===== config.mk =====
export PLATFORM = sky130hd
export DESIGN_NAME = updown_counter_mod
export DESIGN_NICKNAME = d
export VERILOG_FILES = /design/src/rtl/updown_counter_mod_pkg.sv /design/src/rtl/updown_counter_next.sv /design/src/rtl/updown_counter_mod.sv
export SDC_FILE = /design/constraint.sdc
export NUM_CORES = 2
export LEC_CHECK = 0
export ABC_AREA = 1
export CORE_ASPECT_RATIO = 1.4
export CORE_MARGIN = 10
export CORE_UTILIZATION = 57
export CTS_CLUSTER_SIZE = 10
export DETAILED_ROUTE_END_ITERATION = 10
export GPL_TIMING_DRIVEN = 0
export PLACE_DENSITY = 0.81
export SLEW_MARGIN = 25
export SYNTH_ARGS = -nofsm -noshare
export SYNTH_HDL_FRONTEND = slang
export SYNTH_SLANG_ARGS = --single-unit

===== constraint.sdc =====
create_clock -name clk -period 5.9 [get_ports clk]
set_clock_uncertainty 0.15 [all_clocks]
set_input_delay 1.18 -clock clk [delete_from_list [all_inputs] [get_ports clk]]
set_output_delay 1.18 -clock clk [all_outputs]
set_load 0.01 [all_outputs]

===== src/rtl/updown_counter_mod_pkg.sv =====
// Shared constants for the counter/timer family: overflow handling modes.
package updown_counter_mod_pkg;

  localparam int MODE_WRAP = 0;
  localparam int MODE_SAT  = 1;

endpackage


===== src/rtl/updown_counter_next.sv =====
// Combinational next-count and event computation for one enabled counting step.
module updown_counter_next
  import updown_counter_mod_pkg::*;
#(
  parameter int WIDTH = 64,
  parameter int MODE  = MODE_WRAP
) (
  input  logic [WIDTH-1:0] count,
  input  logic [WIDTH-1:0] step,
  input  logic [WIDTH-1:0] limit,
  input  logic             up_down,
  output logic [WIDTH-1:0] next_count,
  output logic             evt
);

  logic [WIDTH:0]   sum;
  logic [WIDTH:0]   lim1;
  logic [WIDTH:0]   wrap_up;
  logic [WIDTH-1:0] diff;
  logic [WIDTH+1:0] wrap_dn;

  // Extra bits keep the carry/borrow so comparisons against limit stay exact.
  assign sum     = {1'b0, count} + {1'b0, step};
  assign lim1    = {1'b0, limit} + {{WIDTH{1'b0}}, 1'b1};
  assign wrap_up = sum - lim1;
  assign diff    = count - step;
  assign wrap_dn = {2'b00, count} + {1'b0, lim1} - {2'b00, step};

  always_comb begin
    next_count = count;
    evt        = 1'b0;
    if (step != '0) begin
      if (up_down) begin
        if (sum <= {1'b0, limit}) begin
          next_count = sum[WIDTH-1:0];
        end else begin
          evt = 1'b1;
          if (MODE == MODE_SAT)
            next_count = limit;
          else if (wrap_up > {1'b0, limit})
            next_count = '0;
          else
            next_count = wrap_up[WIDTH-1:0];
        end
      end else begin
        if (count >= step) begin
          // A count left above a lowered limit is pulled back to limit here.
          if (diff > limit) begin
            next_count = limit;
            evt        = 1'b1;
          end else begin
            next_count = diff;
          end
        end else begin
          evt = 1'b1;
          if (MODE == MODE_SAT)
            next_count = '0;
          else if (wrap_dn > {2'b00, limit})
            next_count = limit;
          else
            next_count = wrap_dn[WIDTH-1:0];
        end
      end
    end
  end

endmodule


===== src/rtl/updown_counter_mod.sv =====
// Up/down counter with load, programmable step and limit, wrap or saturate,
// and a registered event pulse plus sticky overflow flag.
module updown_counter_mod
  import updown_counter_mod_pkg::*;
#(
  parameter int WIDTH = 64,
  parameter int MODE  = MODE_WRAP
) (
  input  logic             clk,
  input  logic             reset,
  input  logic             en,
  input  logic             load,
  input  logic             up_down,
  input  logic [WIDTH-1:0] data,
  input  logic [WIDTH-1:0] step,
  input  logic [WIDTH-1:0] limit,
  input  logic             ovf_clr,
  output logic [WIDTH-1:0] count,
  output logic             evt,
  output logic             ovf,
  output logic             zero,
  output logic             at_limit
);

  logic [WIDTH-1:0] next_count;
  logic             next_evt;
  logic             set_evt;

  updown_counter_next #(
    .WIDTH (WIDTH),
    .MODE  (MODE)
  ) u_next (
    .count      (count),
    .step       (step),
    .limit      (limit),
    .up_down    (up_down),
    .next_count (next_count),
    .evt        (next_evt)
  );

  assign set_evt = !load && en && next_evt;

  // Load outranks counting; an idle cycle only clears the event pulse.
  always_ff @(posedge clk or posedge reset) begin
    if (reset) begin
      count <= '0;
      evt   <= 1'b0;
    end else if (load) begin
      count <= data;
      evt   <= 1'b0;
    end else if (en) begin
      count <= next_count;
      evt   <= next_evt;
    end else begin
      evt   <= 1'b0;
    end
  end

  // A new event beats a simultaneous clear so no overflow is lost.
  always_ff @(posedge clk or posedge reset) begin
    if (reset)
      ovf <= 1'b0;
    else if (set_evt)
      ovf <= 1'b1;
    else if (ovf_clr)
      ovf <= 1'b0;
  end

  assign zero     = (count == '0);
  assign at_limit = (count == limit);

endmodule


==> results.md, run 1 <==
Placement:
- Port buffering added 259 buffers.
- The routability congestion estimate is 1.32.
- The placed instances occupy a cell area of 38,400 um^2.
- Detailed placement finished with a half-perimeter wire length of 176,000 um.

Synthesis:
- Yosys attributes the largest share of cell area to ha_1, nand2_1, inv_1.
- The number of instances in the synthesized netlist is 5,967.
- A synthesized cell averages 5.80 um^2.
- After synthesis, the largest area contributor takes up 18.5% of total cell area.
- In the synthesized netlist, the cells that appear most often are nand2_1, inv_1, nor2_1, a21oi_1, ha_1.
- The number of enable flip-flop cells after synthesis is 0.
- The most frequently used cell type in the post-synthesis netlist is nand2_1.
- The share of synthesized flip-flops with an asynchronous set or reset is 100%.
- During synthesis, Yosys emitted a total of 0 warnings.
- Of all cell types, the one taking the most synthesized area is ha_1.
- The primary flip-flop cell chosen by synthesis mapping is dfrtp_1.
- When the netlist entered floorplanning its net count stood at 6,745.
- The fraction of the yosys area taken by sequential cells is 4.77%.
- The cell area after synthesis is 34,600 um^2.
- Synthesis inferred 66 register bits.
- Yosys mapped the design onto 55 distinct sky130hd cell types.

Floorplanning:
- The vertical die dimension is 312 um.
- The initial cell density of the core is 57.7%.
- The placement row count is 106.
- The chip width is 228 um.
- The count of pins on the block boundary is 266.

Global routing:
- The via count of the first global-routing pass was 51,000.
- Global routing used 70.4% of the available tracks across all layers.
- After global routing the overflow that remains totals 418.
- The first global-routing pass estimated 378,000 um of wire.
- The pin count of the biggest net entering global routing is 49.

Clock network:
- The root buffer cell chosen for the clock tree is clkbuf_16.
- The number of sinks on the clock net is 66.
- Counting along the longest clock path gives a buffer depth of 2.
- The count of H-tree levels built during CTS is 3.
- The hold-fix buffer count after cts is 0.
- The total CTS buffers is 9.

Run status:
- The flow stopped in global routing (5_1_grt).
- The flow did not finish.
- The first error in the log reads "[ERROR GRT-0116] Global routing finished with congestion. Check the congestion regions in the DRC Viewer".
==> metal layers <==
layer	global-route usage, %	GRT overflow
met5	15.1	1
met3	53.2	3
met4	69.0	180
met2	88.1	230
met1	71.4	4
==> stage by stage <==
| stage | utilization [%] | instances | setup TNS [ns] | hold WS, ns | worst slack, ns |
|---|---|---|---|---|---|
| after detailed placement | 64.0 | 7037 | -313.71 | 0.359 | -5.07 |
| after floorplan | - | 5967 | -78.60 | 0.393 | -1.31 |
| after CTS | 74.1 | 7247 | -149.04 | 0.371 | -2.45 |
| after global placement | 63.9 | 7036 | -313.67 | 0.353 | -5.06 |
==> cell families after synthesis <==
group,after synthesis,synth area share [%]
AO/OA/AOI/OAI,1180,19.1
XOR/XNOR,326,8.29
adder cells (fa/ha/maj),580,22.4
buffers and inverters,991,11.2
flip-flops,66,4.77
AND/OR/NAND/NOR,2824,34.2
==> repair_timing <==
action / in CTS
endpoints found under the setup margin: 66
cloned: 4
buffers inserted: 195
pin swaps: 203
resized for setup: 1021
==> inputs of run 2 (changes only) <==
Settings changed: CORE_ASPECT_RATIO 1.4 to default, CORE_UTILIZATION 57 to 40, CTS_CLUSTER_SIZE 10 to default, PLACE_DENSITY 0.81 to default, PLACE_DENSITY_LB_ADDON from default to 0.15.
Clock period 5.9 ns to 7.67 ns, I/O delays scaled along.
==> results.md, run 2 <==
Final layout:
- The largest registers in the layout are count (64), evt (1), ovf (1).
- The layout-stage area growth over the synthesis result is 33.1%.
- Leaving out fill and tap cells, the most frequent cell in the layout is nand2_1.
- The final non-filler cell area is 46,100 um^2.
- Of the cells placed in the final design, the portion with a size suffix greater than 1 is 17.3%.
- The final cell count without fillers is 7,603.
- For this run, the post-layout net count is 7,229.
- Ranked by flip-flop count, first place goes to count.
- Leaving out fill and tap cells, the most frequent cells in the layout are nand2_1, inv_1, nor2_1.
- The number of flip-flops in the largest register is 64.

Synthesis:
- Among all flip-flop cells after synthesis, the most frequent one is dfrtp_1.
- Yosys mapped the design onto 55 distinct sky130hd cell types.
- The share of the Yosys chip area taken by registers is 4.77%.
- After technology mapping, the gate count stands at 5,967.
- The number of enable flip-flop cells after synthesis is 0.
- The share of synthesized flip-flops with an asynchronous set or reset is 100%.
- The most frequently used cell type in the post-synthesis netlist is nand2_1.
- Ranked by instance count, the synthesized netlist is headed by nand2_1, inv_1, nor2_1, a21oi_1, ha_1.
- The library cell occupying the most area in the post-synthesis netlist is ha_1.
- The total nets after synthesis is 6,745.
- The area fraction of the dominant cell type after synthesis is 18.5%.
- After synthesis, the cell types taking the most area are ha_1, nand2_1, inv_1.
- The cell area after synthesis is 34,600 um^2.
- After synthesis, the mean cell area works out to 5.80 um^2.
- The flip-flop and latch count after synthesis is 66.
- The count of synthesis-stage warnings from yosys is 0.

Run status:
- The final reports fail on negative setup slack.
- The run finished, with violations left.

STA:
- The slew of the pin with the lowest slew margin is 1.26 ns.
- Across all setup checks in the final design, the least slack found is -1.26 ns.
- The routed design could run at a clock period as short as 8.93 ns.
- The maximum achievable frequency is 112 MHz.
- The count of final setup violators is 66.
- The final number of hold-violating endpoints is 0.
- Setup repair after global routing could not meet its margin everywhere.
- Headroom to the max-slew limit came out at 16.1%.
- The final number of max-transition violations came to 0.
- On the final layout, the worst hold slack is 0.382 ns.
- The worst path uses 116% of the clock period.

Placement:
- Detailed placement finished with a half-perimeter wire length of 203,000 um.
- In this run, placement finished with an instance count of 7,371.
- At the placement stage, the worst setup path has a slack of -4.83 ns.
- Port buffering added 259 buffers.
- The instance area after placement is 38,800 um^2.
- The routability congestion estimate is 1.13.

Job:
- The number of maximum-capacitance constraint violations is 0.

Setup path:
- The critical path data arrival time is 9.06 ns.
- For this run, the slowest stage of the critical path takes 0.45 ns.
- The sort of element at the end of the critical path is a flip-flop.
- Along the worst path, the maximum fanout reaches 10.
- The slowest stage of the critical path is the clkdlybuf4s15_2 cell.
- The required time reported for the critical path endpoint is 7.80 ns.
- The critical path is of the primary input to flip-flop type.
- The most common cell type on the critical path is nand2_1.
- The nature of the critical path startpoint is a primary input.

Global routing:
- The first global-routing pass estimated 319,000 um of wire.
- Summed over all layers, the global routing overflow is 0.
- The pin count of the biggest net entering global routing is 41.
- The global router's overall resource usage is 45.5%.
- The number of antenna violations at the first check in global routing came to 9.
- The via count of the first global-routing pass is 44,200.

Route:
- The via count is 47,000.
- The count of nets left with antenna violations once routing finished came out at 0.
- For this run, design rule violations remaining after detail routing come to 0.
- The wire length reported by the detailed router is 237,000 um.
- The post-detailed-route wirelength per cell is 31.1 um.
- The mean number of vias per cell is 6.18.
- For this block, the initial DRC count from the detailed router was 6,577.
- For this run, the detailed router's first-pass iteration total came to 6.

Clock network:
- The TritonCTS clock tree is done.
- The clock transition time at the flip-flop clock pins of the worst setup and hold paths is 0.06 ns.
- The root buffer cell chosen for the clock tree is clkbuf_16.
- The worst-case clock buffer depth is 2.
- The clock net in this run drives a total of 66 sinks.
- The clock reaches the later pin of the worst-skew pair after 0.41 ns.
- The total CTS buffers is 9.
- The H-tree was split into 3 levels.

Floorplanning:
- For this configuration, the core starts out at a cell density of 40.5%.
- During I/O placement, the number of pins put on the boundary was 266.
- The vertical die dimension is 314 um.
- The total die area is 98,700 um^2.
- The placement row count is 107.
- After floorplanning, the core was sized to cover 85,500 um^2.
- The chip width is 314 um.

Worst hold path:
- The path class of the tightest hold or removal check is flip-flop to flip-flop.
## run 2: routing by layer
metal  vias up  track usage, %  share of wire (%)
met5         -               0              0.027
met4        10            27.4                7.7
met3       664            16.9                 14
met2      3147            66.6                 40
met1     22400            56.0                 38
li1      20700               -                  -
## run 2: area by class of cell
class	instances	area, um^2
well taps	1144	1430
flip-flops and latches	66	1650
fillers	8834	39500
plain buffers	143	911
multi-input cells	4910	33800
clock buffers	9	225
inverters	841	3280
repair buffers	480	4650
diodes	3	7.51
clock inverters	7	78.8
## run 2: per-stage QoR
| stage | setup TNS (ns) | utilization [%] |
|---|---|---|
| 6_report | -73.66 | 53.9 |
| 5_1_grt | -80.08 | 53.8 |
| 4_1_cts | -62.36 | 51.9 |
| 2_1_floorplan | 0 | - |
| 3_3_place_gp | -292.55 | 45.2 |
| 3_5_place_dp | -296.01 | 45.3 |
## run 2: cells by family after synthesis
group / synth area share, %
AND/OR/NAND/NOR: 34.2
adder cells (fa/ha/maj): 22.4
XOR/XNOR: 8.29
buffers and inverters: 11.2
AO/OA/AOI/OAI: 19.1
flip-flops: 4.77
## run 2: worst paths after layout
path                       startpoint         to  slack [ns]  cells past startpoint
hold reg to reg                   ovf        ovf        0.38                      2
hold / removal                    ovf        ovf        0.38                      2
min in group asynchronous       reset  count[45]        1.35                      2
max in group asynchronous       reset   count[8]        5.38                      3
setup / recovery            limit[25]  count[62]       -1.26                     43
setup reg to reg            count[41]  count[23]       -0.66                     41
## run 2: repair_timing
item | CTS | global route
buffers inserted | 157 | 61
gates cloned | 4 | 0
pin swaps | 169 | 120
setup endpoints to repair | 66 | 66
resized for setup | 928 | 381
hold buffers | 0 | 0
## run 2: worst max-delay path: cells and delay by family
kind	cells	cell delay [ns]
XOR/XNOR	2	0.80
AND/OR/NAND/NOR	26	3.32
adder cells (fa/ha/maj)	3	1.17
AO/OA/AOI/OAI	4	0.78
buffers and inverters	8	1.42
Power of run 2 is not shown: default switching activity piles up to over one toggle a cycle in this logic, so the estimate is an artifact.
